### src/rtl/core_launcher.sv
`default_nettype none
// ============================================================================
// core_launcher : loads operands into core data memory, pulses start, waits
//                 for done under a cycle timeout, then streams results out.
// Revision      : 1.0
// ============================================================================
module core_launcher #(
    parameter logic [7:0] IN_BASE      = 8'h00,
    parameter int         IN_WORDS     = 2,
    parameter logic [7:0] OUT_BASE     = 8'h08,
    parameter int         OUT_WORDS    = 4,
    parameter int         START_CYCLES = 2,
    parameter int         DONE_MASK    = 2,
    parameter int         TIMEOUT      = 1000
) (
    input  logic        clk,
    input  logic        reset,
    input  logic        in_valid,
    output logic        in_ready,
    input  logic [7:0]  in_data,
    output logic        out_valid,
    input  logic        out_ready,
    output logic [7:0]  out_data,
    output logic        start,
    input  logic        done,
    output logic        mem_wr_en,
    output logic [7:0]  mem_addr,
    output logic [7:0]  mem_wr_data,
    input  logic [7:0]  mem_rd_data,
    output logic        busy,
    output logic        timed_out,
    output logic [15:0] run_cycles
);

    localparam logic [4:0]  c_IN_LAST    = 5'(IN_WORDS - 1);
    localparam logic [4:0]  c_OUT_LAST   = 5'(OUT_WORDS - 1);
    localparam logic [15:0] c_START_LAST = 16'(START_CYCLES - 1);
    localparam logic [15:0] c_DONE_MASK  = 16'(DONE_MASK);
    localparam logic [15:0] c_TIMEOUT    = 16'(TIMEOUT);

    typedef enum logic [2:0] {
        S_IDLE  = 3'd0,
        S_LOAD  = 3'd1,
        S_START = 3'd2,
        S_RUN   = 3'd3,
        S_READ  = 3'd4
    } state_t;

    state_t      r_state;
    state_t      w_state_n;
    logic [4:0]  r_idx;
    logic [4:0]  w_idx_n;
    logic [15:0] r_scnt;
    logic [15:0] w_scnt_n;
    logic [15:0] r_run;
    logic [15:0] w_run_n;
    logic [15:0] w_run_inc;
    logic        r_timed_out;
    logic        w_timed_out_n;
    logic        w_done_ok;

    always_ff @(posedge clk or posedge reset) begin
        if (reset) begin
            r_state     <= S_IDLE;
            r_idx       <= 5'd0;
            r_scnt      <= 16'd0;
            r_run       <= 16'd0;
            r_timed_out <= 1'b0;
        end else begin
            r_state     <= w_state_n;
            r_idx       <= w_idx_n;
            r_scnt      <= w_scnt_n;
            r_run       <= w_run_n;
            r_timed_out <= w_timed_out_n;
        end
    end

    // A done level left over from the previous run is only trusted once the
    // mask window at the head of RUN has elapsed.
    assign w_run_inc = (r_run == 16'hFFFF) ? r_run : r_run + 16'd1;
    assign w_done_ok = done && (r_run >= c_DONE_MASK);

    always_comb begin
        w_state_n     = r_state;
        w_idx_n       = r_idx;
        w_scnt_n      = r_scnt;
        w_run_n       = r_run;
        w_timed_out_n = r_timed_out;
        in_ready      = 1'b0;
        out_valid     = 1'b0;
        out_data      = 8'h00;
        start         = 1'b0;
        mem_wr_en     = 1'b0;
        mem_addr      = 8'h00;
        mem_wr_data   = 8'h00;

        case (r_state)
            S_IDLE: begin
                if (in_valid) begin
                    w_state_n     = S_LOAD;
                    w_timed_out_n = 1'b0;
                end
            end
            S_LOAD: begin
                in_ready = 1'b1;
                mem_addr = IN_BASE + {3'b000, r_idx};
                if (in_valid) begin
                    mem_wr_en   = 1'b1;
                    mem_wr_data = in_data;
                    if (r_idx == c_IN_LAST) begin
                        w_idx_n   = 5'd0;
                        w_scnt_n  = 16'd0;
                        w_run_n   = 16'd0;
                        w_state_n = S_START;
                    end else begin
                        w_idx_n = r_idx + 5'd1;
                    end
                end
            end
            S_START: begin
                start = 1'b1;
                if (r_scnt == c_START_LAST) begin
                    w_scnt_n  = 16'd0;
                    w_state_n = S_RUN;
                end else begin
                    w_scnt_n = r_scnt + 16'd1;
                end
            end
            S_RUN: begin
                w_run_n = w_run_inc;
                // A qualifying done takes priority over a coincident timeout.
                if (w_done_ok) begin
                    w_state_n = S_READ;
                end else if (w_run_inc >= c_TIMEOUT) begin
                    w_timed_out_n = 1'b1;
                    w_state_n     = S_IDLE;
                end
            end
            S_READ: begin
                out_valid = 1'b1;
                mem_addr  = OUT_BASE + {3'b000, r_idx};
                out_data  = mem_rd_data;
                if (out_ready) begin
                    if (r_idx == c_OUT_LAST) begin
                        w_idx_n   = 5'd0;
                        w_state_n = S_IDLE;
                    end else begin
                        w_idx_n = r_idx + 5'd1;
                    end
                end
            end
            default: begin
                w_state_n = S_IDLE;
                w_idx_n   = 5'd0;
            end
        endcase
    end

    assign busy       = (r_state != S_IDLE);
    assign timed_out  = r_timed_out;
    assign run_cycles = r_run;

endmodule
`default_nettype wire

### config.mk
export PLATFORM = sky130hd
export DESIGN_NAME = core_launcher
export DESIGN_NICKNAME = d
export VERILOG_FILES = /design/src/rtl/core_launcher.sv
export SDC_FILE = /design/constraint.sdc
export NUM_CORES = 1
export LEC_CHECK = 0
export ABC_AREA = 1
export BUFFER_PORTS_ARGS = -buffer_cell sky130_fd_sc_hd__buf_2
export CORE_UTILIZATION = 25
export DETAILED_ROUTE_END_ITERATION = 7
export GPL_TIMING_DRIVEN = 0
export SLEW_MARGIN = 25
export SYNTH_ARGS = -nofsm -noshare
export SYNTH_HDL_FRONTEND = slang
export SYNTH_SLANG_ARGS = --single-unit
### constraint.sdc
create_clock -name clk -period 2.1 [get_ports clk]
set_clock_uncertainty 0.15 [all_clocks]
set_input_delay 0.21 -clock clk [delete_from_list [all_inputs] [get_ports clk]]
set_output_delay 0.21 -clock clk [all_outputs]
set_load 0.01 [all_outputs]
==> summary.md <==
| Metric | Value |
|---|---|
| Outcome | `finished, violations left` |
| Failing checks | `DRC` |
| Mean area per synthesized cell | `7.14 um^2` |
| Congestion Overflow GR | `0` |
| Routed length per instance | `12.0 um` |
| Die Area | `0.0123 mm^2` |
| Crit path cell chain | `nor2_1 -> nand2_1 -> clkbuf_2 -> a21oi_1 -> buf_2` |
| RSZ-0062 raised after global routing | `true` |
| Slowest library cell on the worst path | `dfrtp_1` |
| Num CTS Buffers | `5` |
| Remaining DRCs | `22` |
| H-Tree Depth | `2` |
| Global-route wire length before repair | `12.8 mm` |
| Main synth FF type | `dfrtp_1` |
| Gr usage total | `0.125` |
| Hpwl dp | `5.78 mm` |
| Worst setup SP type | `register` |
| Initial antenna violation count | `0` |
| I/O pins | `67` |
| Share of cells above drive strength 1 | `0.335` |
| Pwr/cell area | `1100 mW/mm^2` |
| R2r worst-path depth | `9` |
| Setup-failing EPs final | `0` |
| Fin nets | `526` |
| Routed WL | `7.73 mm` |
| Core ar. | `0.0115 mm^2` |
| CP peak stage delay | `430 ps` |
| Hold Vio Cnt, Final | `0` |
| Num rows | `39` |
| Worst r2r src | `r_state[0]$_DFFE_PP0P_` |
| Critical path type | `register to primary output` |
| P_leak | `1.96 nW` |
| CTS sink cnt | `41` |
| WP data arrival | `1640 ps` |
| Antenna Cells | `0` |
| Routed vias/inst | `4.67` |
| Post-route cell area | `0.00389 mm^2` |
| Fraction of registers with async set/reset | `1.00` |
| EDFF count, synth | `0` |
| Die height | `111 um` |
| Final period util | `0.950` |
| Setup_tns | `0 ps` |
| Critical path required time | `1740 ps` |
| Met1 Use GR | `0.163` |
| Sequential element share of the synthesized area | `0.346` |
| Vias in the first global route | `2731` |
| Setup slack, reg-to-reg | `120 ps` |
| Final min period | `2000 ps` |
| Initial Utilization | `0.258` |
| Total number of vias | `2995` |
| CP endpoint | `mem_addr[0]` |
| Max cap viols | `0` |
| Fmax | `0.501 GHz` |
| CP Max Fanout | `10` |
| Clock slew at reported path FFs | `60 ps` |
| Post-Syn Instances | `416` |
| Critical path launch point | `r_state[1]$_DFFE_PP0P_` |
| CTS Buffer Depth | `2` |
| GPL Wtd Cong | `0.841` |
| Dpl cell area | `0.00349 mm^2` |
| Worst-Skew Late Latency | `280 ps` |
| Port Buffers | `63` |
| M3 GR Usage | `0.0268` |
| Largest net degree at the start of global routing | `29` |
| Yosys reg bits | `41` |
| Pre-Repair DR Iteration Count | `7` |
| Synthesized cell area | `0.00297 mm^2` |
| Clock root buffer | `clkbuf_16` |
| Max VDD drop | `0.459 mV` |
| Gr busiest metal | `met2` |
| Chip Width | `111 um` |
| Slew Limit Fails | `0` |
| Yosys cell types | `39` |
| CP Capture Type | `primary output` |
| ANT nets after route | `0` |
| R2r endpoint | `r_scnt[11]$_DFFE_PP0P_` |
| Initial DRC count | `161` |
| CTS tree | `done` |
| Yosys warns | `0` |
| Min-Delay Path Class | `primary input to register` |
| Synth-to-layout area growth | `31.2%` |
| GR Util met2 | `0.205` |
worst min path at each step:
stage | startpoint | end | slack, ps | cells after the start
final | done | r_state[2]$_DFFE_PP0P_ | 170 | 4
after global routing | done | r_state[2]$_DFFE_PP0P_ | 190 | 4
after CTS | done | r_state[2]$_DFFE_PP0P_ | 210 | 4
after detailed placement | reset | r_scnt[4]$_DFFE_PP0P_ | 40 | 2
after global placement | timed_out$_DFFE_PP0P_ | timed_out$_DFFE_PP0P_ | 310 | 2
after floorplan | reset | r_idx[0]$_DFFE_PP0P_ | 290 | 1
cell families after synthesis:
logic type	synth area share
compound gates	0.113
xor+xnor	0.0266
fa+ha+maj	0.0295
buf+inv	0.105
flops	0.346
other cells	0.00126
simple gates	0.380
power breakdown:
| part | internal (mW) | total (mW) | leakage [nW] | switching [mW] |
|---|---|---|---|---|
| logic | 0.794 | 2.11 | 1.35 | 1.32 |
| registers | 0.987 | 1.24 | 0.533 | 0.250 |
| clock network | 0.593 | 0.917 | 0.0831 | 0.324 |
| total | 2.37 | 4.27 | 1.96 | 1.89 |
cells in the final DEF, fill, tap and decap left out, types with 6 or more instances in the layout:
cell,count
ha_1,6
dfrtp_1,28
buf_2,66
nor2_1,36
buf_4,11
o21ai_0,16
nor2_4,11
nand2_1,93
xor2_1,9
nor3_1,10
o22ai_1,7
dfrtp_2,13
nand2_2,12
inv_1,58
nand4_1,6
nand3_1,23
a21oi_1,16
inv_2,10
per-stage QoR:
stage,power (mW),setup WS [ps],util,cells,hold slack [ps]
4_1_cts,4.10,2.16,0.323,637,212
3_3_place_gp,3.05,-177,0.301,623,312
6_report,4.27,105,0.338,642,172
2_1_floorplan,2.53,21.4,-,417,290
5_1_grt,4.59,-54.7,0.338,642,186
3_5_place_dp,3.10,-204,0.303,624,36.0
state kept, by name, indices dropped and copies added (netlist names):
register and cells:
r_idx 5, r_scnt 16, r_state 3, run_cycles 16
timed_out 1
what timing repair did:
action                                  in CTS  in global routing
pin swaps                                    2                  5
hold buffers                                 1                  0
resized for setup                            5                 45
cloned                                       0                  1
buffers inserted                             4                  4
endpoints found under the setup margin      17                 25
hold endpoints to repair                    13                  0
Yosys cell counts (2+ instances only):
master	n	area, um^2
nor4_1	8	50.1
o21ai_2	3	26.3
clkbuf_1	3	11.3
o22ai_1	7	43.8
buf_4	3	22.5
nand2_2	14	87.6
ha_1	7	87.6
nand4_1	6	37.5
o21ai_0	17	85.1
nor2_1	40	150
nor3b_1	2	15.0
a22o_1	2	17.5
nand3_1	24	120
inv_1	60	225
a21oi_1	16	80.1
nor3_1	12	60.1
nor3_4	2	32.5
nor2_2	5	31.3
nor2_4	7	78.8
a21o_1	2	15.0
buf_2	2	10.0
o21a_1	2	15.0
a31oi_1	2	12.5
dfrtp_1	41	1030
o21ai_1	3	15.0
nand2_1	95	357
nand3_2	4	40.0
xor2_1	9	78.8
inv_2	8	30.0
layout make-up:
type / instances / area, um^2
Timing Repair Buffer: 74 / 417
Clock inverter: 2 / 37.5
Inverter: 68 / 255
Clock buffer: 6 / 139
Fill cell: 1213 / 7620
Multi-Input combinational cell: 299 / 1760
Sequential cell: 41 / 1040
Buffer: 9 / 62.6
Tap cell: 143 / 179
layer usage:
layer | wire (um) | part of all wire
met5 | 0 | 0
met1 | 3490 | 0.45
met4 | 136 | 0.018
met3 | 427 | 0.055
met2 | 3680 | 0.48
worst max-delay path: cells and delay by family, from the launching register on:
family,cells,cell delay (ps)
AOI/OAI and AO/OA,1,150
buffers and inverters,2,370
DFF,1,430
and+or+nand+nor,2,400
No activity file was read; power rests on OpenSTA's default activity.
